===== src/rtl/vga_sync_decoder.sv =====
// Recovers x/y/activevideo from active-low hsync/vsync sampled on pixel_en,
// verifies line and frame periods and declares lock after consecutive good frames.
module vga_sync_decoder #(
  parameter int H_VISIBLE    = 640,
  parameter int H_SYNC_START = 656,
  parameter int WHOLE_LINE   = 800,
  parameter int V_VISIBLE    = 480,
  parameter int V_SYNC_START = 490,
  parameter int WHOLE_FRAME  = 525,
  parameter int LOCK_FRAMES  = 2,
  parameter int XBITS        = 10,
  parameter int YBITS        = 10
) (
  input  logic             clock,
  input  logic             reset,
  input  logic             pixel_en,
  input  logic             hsync_in,
  input  logic             vsync_in,
  output logic [XBITS-1:0] x,
  output logic [YBITS-1:0] y,
  output logic             activevideo,
  output logic             locked,
  output logic             sync_error
);

  localparam logic [XBITS-1:0] X_LAST    = XBITS'(WHOLE_LINE - 1);
  localparam logic [XBITS-1:0] X_SYNC    = XBITS'(H_SYNC_START);
  localparam logic [XBITS-1:0] X_VIS     = XBITS'(H_VISIBLE);
  localparam logic [YBITS-1:0] Y_LAST    = YBITS'(WHOLE_FRAME - 1);
  localparam logic [YBITS-1:0] Y_SYNC    = YBITS'(V_SYNC_START);
  localparam logic [YBITS-1:0] Y_VIS     = YBITS'(V_VISIBLE);
  localparam logic [XBITS:0]   LINE_LEN  = (XBITS+1)'(WHOLE_LINE);
  localparam logic [XBITS:0]   LINE_TO   = (XBITS+1)'(2*WHOLE_LINE - 1);
  localparam logic [XBITS:0]   LINE_SAT  = (XBITS+1)'(2*WHOLE_LINE);
  localparam logic [YBITS:0]   FRAME_LEN = (YBITS+1)'(WHOLE_FRAME);
  localparam logic [YBITS:0]   FRAME_TO  = (YBITS+1)'(2*WHOLE_FRAME - 1);
  localparam logic [YBITS:0]   FRAME_SAT = (YBITS+1)'(2*WHOLE_FRAME);
  localparam logic [3:0]       LOCK_N    = 4'(LOCK_FRAMES);

  typedef enum logic [1:0] {SEARCH, TRACK_H, VERIFY, LOCKED} state_t;

  state_t           state, state_nxt;
  logic             hs_prev, vs_prev;
  logic [XBITS:0]   line_cnt, line_cnt_nxt;
  logic [YBITS:0]   frame_cnt, frame_cnt_nxt;
  logic [3:0]       good_frames, good_nxt;
  logic [XBITS-1:0] x_nxt;
  logic [YBITS-1:0] y_nxt;
  logic             locked_nxt, active_nxt;
  logic             hfall, vfall, x_wrap, line_err, frame_err, timeout, err;

  always_comb begin
    hfall  = hs_prev & ~hsync_in;
    vfall  = vs_prev & ~vsync_in;
    x_wrap = ~hfall & (x == X_LAST);

    x_nxt = hfall ? X_SYNC : (x_wrap ? '0 : x + 1'b1);
    if (vfall)       y_nxt = Y_SYNC;
    else if (x_wrap) y_nxt = (y == Y_LAST) ? '0 : y + 1'b1;
    else             y_nxt = y;

    line_cnt_nxt = hfall ? (XBITS+1)'(1) :
                   (line_cnt == LINE_SAT) ? line_cnt : line_cnt + 1'b1;
    if (vfall)                              frame_cnt_nxt = '0;
    else if (hfall && frame_cnt != FRAME_SAT) frame_cnt_nxt = frame_cnt + 1'b1;
    else                                    frame_cnt_nxt = frame_cnt;

    // The partial frame seen in TRACK_H is never period-checked.
    line_err  = (state != SEARCH) & hfall & (line_cnt != LINE_LEN);
    frame_err = ((state == VERIFY) | (state == LOCKED)) & vfall & (frame_cnt != FRAME_LEN);
    timeout   = (state != SEARCH) &
                ((~hfall & (line_cnt == LINE_TO)) | (hfall & ~vfall & (frame_cnt == FRAME_TO)));
    err       = line_err | frame_err;

    state_nxt  = state;
    locked_nxt = locked;
    good_nxt   = good_frames;
    case (state)
      SEARCH:  if (hfall) state_nxt = TRACK_H;
      TRACK_H: if (vfall) begin
                 state_nxt = VERIFY;
                 good_nxt  = '0;
               end
      VERIFY:  if (vfall) begin
                 good_nxt = good_frames + 4'd1;
                 if (good_frames + 4'd1 == LOCK_N) begin
                   state_nxt  = LOCKED;
                   locked_nxt = 1'b1;
                 end
               end
      default: ;
    endcase
    if (err) begin
      state_nxt  = TRACK_H;
      locked_nxt = 1'b0;
    end
    if (timeout) begin
      state_nxt  = SEARCH;
      locked_nxt = 1'b0;
    end

    active_nxt = locked_nxt & (x_nxt < X_VIS) & (y_nxt < Y_VIS);
  end

  always_ff @(posedge clock) begin
    if (reset) begin
      state       <= SEARCH;
      hs_prev     <= 1'b1;
      vs_prev     <= 1'b1;
      line_cnt    <= '0;
      frame_cnt   <= '0;
      good_frames <= '0;
      x           <= '0;
      y           <= '0;
      locked      <= 1'b0;
      activevideo <= 1'b0;
      sync_error  <= 1'b0;
    end else begin
      sync_error <= pixel_en & (err | timeout);
      if (pixel_en) begin
        state       <= state_nxt;
        hs_prev     <= hsync_in;
        vs_prev     <= vsync_in;
        line_cnt    <= line_cnt_nxt;
        frame_cnt   <= frame_cnt_nxt;
        good_frames <= good_nxt;
        x           <= x_nxt;
        y           <= y_nxt;
        locked      <= locked_nxt;
        activevideo <= active_nxt;
      end
    end
  end

endmodule


===== config.mk =====
export PLATFORM = sky130hd
export DESIGN_NAME = vga_sync_decoder
export DESIGN_NICKNAME = d
export VERILOG_FILES = /design/src/rtl/vga_sync_decoder.sv
export SDC_FILE = /design/constraint.sdc
export NUM_CORES = 1
export LEC_CHECK = 0
export ABC_CLOCK_PERIOD_IN_PS = 2000
export BUFFER_PORTS_ARGS = -buffer_cell sky130_fd_sc_hd__buf_2
export CAP_MARGIN = 20
export CORE_ASPECT_RATIO = 1.1
export CORE_MARGIN = 2
export CORE_UTILIZATION = 53
export CTS_CLUSTER_SIZE = 8
export DETAILED_ROUTE_END_ITERATION = 8
export GPL_TIMING_DRIVEN = 0
export PLACE_DENSITY = 0.75
export RECOVER_POWER = 100
export SETUP_SLACK_MARGIN = 0.5
export SLEW_MARGIN = 20
export SYNTH_ARGS = -nofsm -noshare
export SYNTH_HDL_FRONTEND = slang
export SYNTH_SLANG_ARGS = --single-unit

===== constraint.sdc =====
create_clock -name clock -period 2 [get_ports clock]
set_clock_uncertainty 0.1 [all_clocks]
set_input_delay 0.3 -clock clock [delete_from_list [all_inputs] [get_ports clock]]
set_output_delay 0.3 -clock clock [all_outputs]
set_load 0.02 [all_outputs]

==> metrics.cfg <==
[routing]
firstDrtPassIters = 5
vias = 3279
drtAntennaViolNets = 0
initialDrtViolationCount = 228
finalWirelength_um = 9638
viasPerCell = 6.187
drc = 0
wl_per_cell_um = 18.18

[logic_synthesis]
yosysMostFrequentCell = nor2_1
synthXorXnorAreaFrac_pct = 5.804
yosys_warnings = 0
synth.top_cells.by_count = nor2_1, dfxtp_1, nand2_1, a21oi_1
yosysTopAreaCell = dfxtp_1
synth_compound_area_share_pct = 16.29
synth_top_area_share_pct = 35.16
syn_avg_cell_area_um2 = 8.113
syn-cell-area_um2 = 3018
yosys.area_share.adder_pct = 6.219
synth_edf_count = 0
ys_seq_area_share_pct = 35.16
muxShareOfSynthArea_pct = 1.658
ys_seq_elements = 53
synth_top_family_by_area = simple AND/OR/NAND/NOR gates
netlist_top_cells_area = dfxtp_1, nor2_1, ha_1
yosysUniqueCellTypes = 58
synth.net_count = 392
synth-simple-area-share_pct = 30.85
synthFlopType = dfxtp_1
ys_async_sr_fraction_pct = 0
netlist_instances = 372

[critical_path]
startpoint_type = flip-flop
critical_path_arrival_ps = 2240
end_kind = flip-flop
cp_slowest_stage_delay_ps = 360
cp_slowest_cell = dfxtp_4
worstSetupPathType = reg -> reg
worstPathMaxFanout = 4
worstPathRequired_ps = 2140
cp_cell_sequence = nor4_4 > nand4b_1 > a22o_4 > a211oi_4 > buf_4 > o21ai_2 > a21oi_1
path_delay_family = compound AO/OA/AOI/OAI gates
crit_buf_inv = 1

[finish]
synthToLayoutAreaGrowth_pct = 48.96
layout-drive-gt1-share_pct = 43.52
fill_cells = 315
final_util_pct = 82.79
fin_nets = 475
n_antenna_cell = 0

[timing]
finalHoldViolCount = 0
relSlewSlack_pct = 56.41
tightest_slew_ps = 653.8
setup_viol = 5
finalMaxSlewViolations = 0
fmax_mhz = 474.6
finalSetupTns_ps = -274.3
setup_slack_ps = -107.2
finalCritPeriodShare_pct = 105.4
min_period_ps = 2107
rsz0062_at_grt = true

[global_routing]
grt_remaining_overflow = 0
grt_pass1_vias = 2909
grt_usage_pct = 25.52
grt_max_degree = 15
antenna_found_initial = 0
grt_pass1_wl_um = 13480

[clock_network]
clk_pin_slew_ps = 100
holdBufCountCts = 0
htreeDepth = 2
clkLatencyLatePin_ps = 310
root_buffer = clkbuf_8
clkSinkCount = 53
ctsLongestPathBuffers = 2
cts_buffers = 5
cts_tree = yes

[die]
io_pins = 28
rows = 28
chipHeight_um = 83.14
initial_core_util_pct = 55.58
core_area_um2 = 5430
die_w_um = 75.95
die_area_um2 = 6314

[power_and_ir_drop]
p_total_mw = 2.293
vdd_drop_max_mv = 0.3729
pwr-share-comb_pct = 23.2
p_leak_nw = 1.701
power_frac_clock_pct = 27.9
p_sw_share_pct = 30.61
internal_power_mw = 1.591
p_per_area_nw_per_um2 = 510.2
p_sw_mw = 0.7021
seqPwrFrac_pct = 48.9

[placed_design]
dp_hpwl_um = 5083
portBuffers = 26
pre_cts_slack_ps = -215.4
globalplace.congestion = 0.8583

[outcome]
status = complete, but fails checks
violations = setup timing

[hold_path]
hp-class = in -> reg

[flow_run]
maxCapViolCount = 0

==> routing by layer <==
layer,track usage (%),share of wire [%],wire [µm]
met1,31.27,41,3905
met2,45.86,53,5067
met3,3.913,4.9,477
met4,8.099,1.9,187
met5,0,0,0
==> stage by stage <==
| stage | instances | cell area [µm²] | hold slack, ps |
|---|---|---|---|
| after global routing | 530 | 4496 | 186.4 |
| after global placement | 473 | 3441 | 371.7 |
| after CTS | 509 | 4049 | 152.1 |
| after floorplan | 372 | 3217 | 328.4 |
| final | 530 | 4496 | 179.7 |
| after detailed placement | 473 | 3441 | 382.4 |
==> timing repair <==
item	4_1_cts	5_1_grt
resized for setup	73	77
buffers inserted	29	21
pin swaps	42	45
setup endpoints to repair	45	51
==> worst reg2reg max path: stages (launching register included) <==
cell and delay [ps]:
dfxtp_4 360, nor4_4 340, nand4b_1 250, a22o_4 360, a211oi_4 270, buf_4 160, o21ai_2 50, a21oi_1 150
==> sequential cells by signal, summed over array words and instances, names as in the netlist <==
name	flops
activevideo	1
frame_cnt	11
good_frames	4
hs_prev	1
line_cnt	11
locked	1
state	2
sync_error	1
vs_prev	1
x	10
y	10
==> cells in the final DEF (no fill, tap or decap), types with 5 or more instances in the layout <==
cell type,instances
nand2_2,5
ha_4,7
inv_1,8
nand3_1,10
nand2_4,7
nand4_1,13
buf_4,37
nor2_1,51
inv_2,5
or3_1,5
a21oi_1,15
xor2_1,13
nand2_1,27
dfxtp_4,15
o21ai_0,7
mux2i_1,5
o21ai_1,5
a21oi_2,5
clkbuf_1,16
dfxtp_2,16
buf_6,14
dfxtp_1,22
clkbuf_8,7
ha_1,8
buf_2,17
==> power by group through the flow <==
stage               logic (mW)  registers, mW  clock network (mW)
finish                   0.533           1.12               0.639
global route             0.566           1.13               0.681
CTS                      0.415           1.12               0.638
detailed placement       0.322           1.15                   0
global placement         0.316           1.15                   0
floorplan                0.226           1.17                   0
==> cells by family (layout without fill, tap and decap cells) <==
family / after synthesis / count (layout)
adders and majority gates: 15 / 15
AOI/OAI and AO/OA: 70 / 70
and+or+nand+nor: 180 / 180
buffers and inverters: 29 / 112
xor gates and xnor gates: 20 / 20
muxes: 5 / 5
DFF: 53 / 53
==> layout make-up <==
type | count | area (µm²) | share of cell area [%]
Buffer | 13 | 111.4 | 2.477
Clock buffer | 7 | 86.33 | 1.920
Inverter | 16 | 67.56 | 1.503
Multi-Input combinational cell | 290 | 2435 | 54.16
Sequential cell | 53 | 1137 | 25.30
Tap cell | 75 | 93.84 | 2.087
Timing Repair Buffer | 76 | 564.3 | 12.55
==> worst paths after layout <==
kind                     start       end  slack (ps)  cells after the start
hold reg to reg           x[8]      x[8]         430                      2
setup / recovery  frame_cnt[6]  state[1]        -110                      7
setup reg to reg  frame_cnt[6]  state[1]        -110                      7
hold / removal        hsync_in   hs_prev         180                      3
Power figures use the tool's default switching activity.
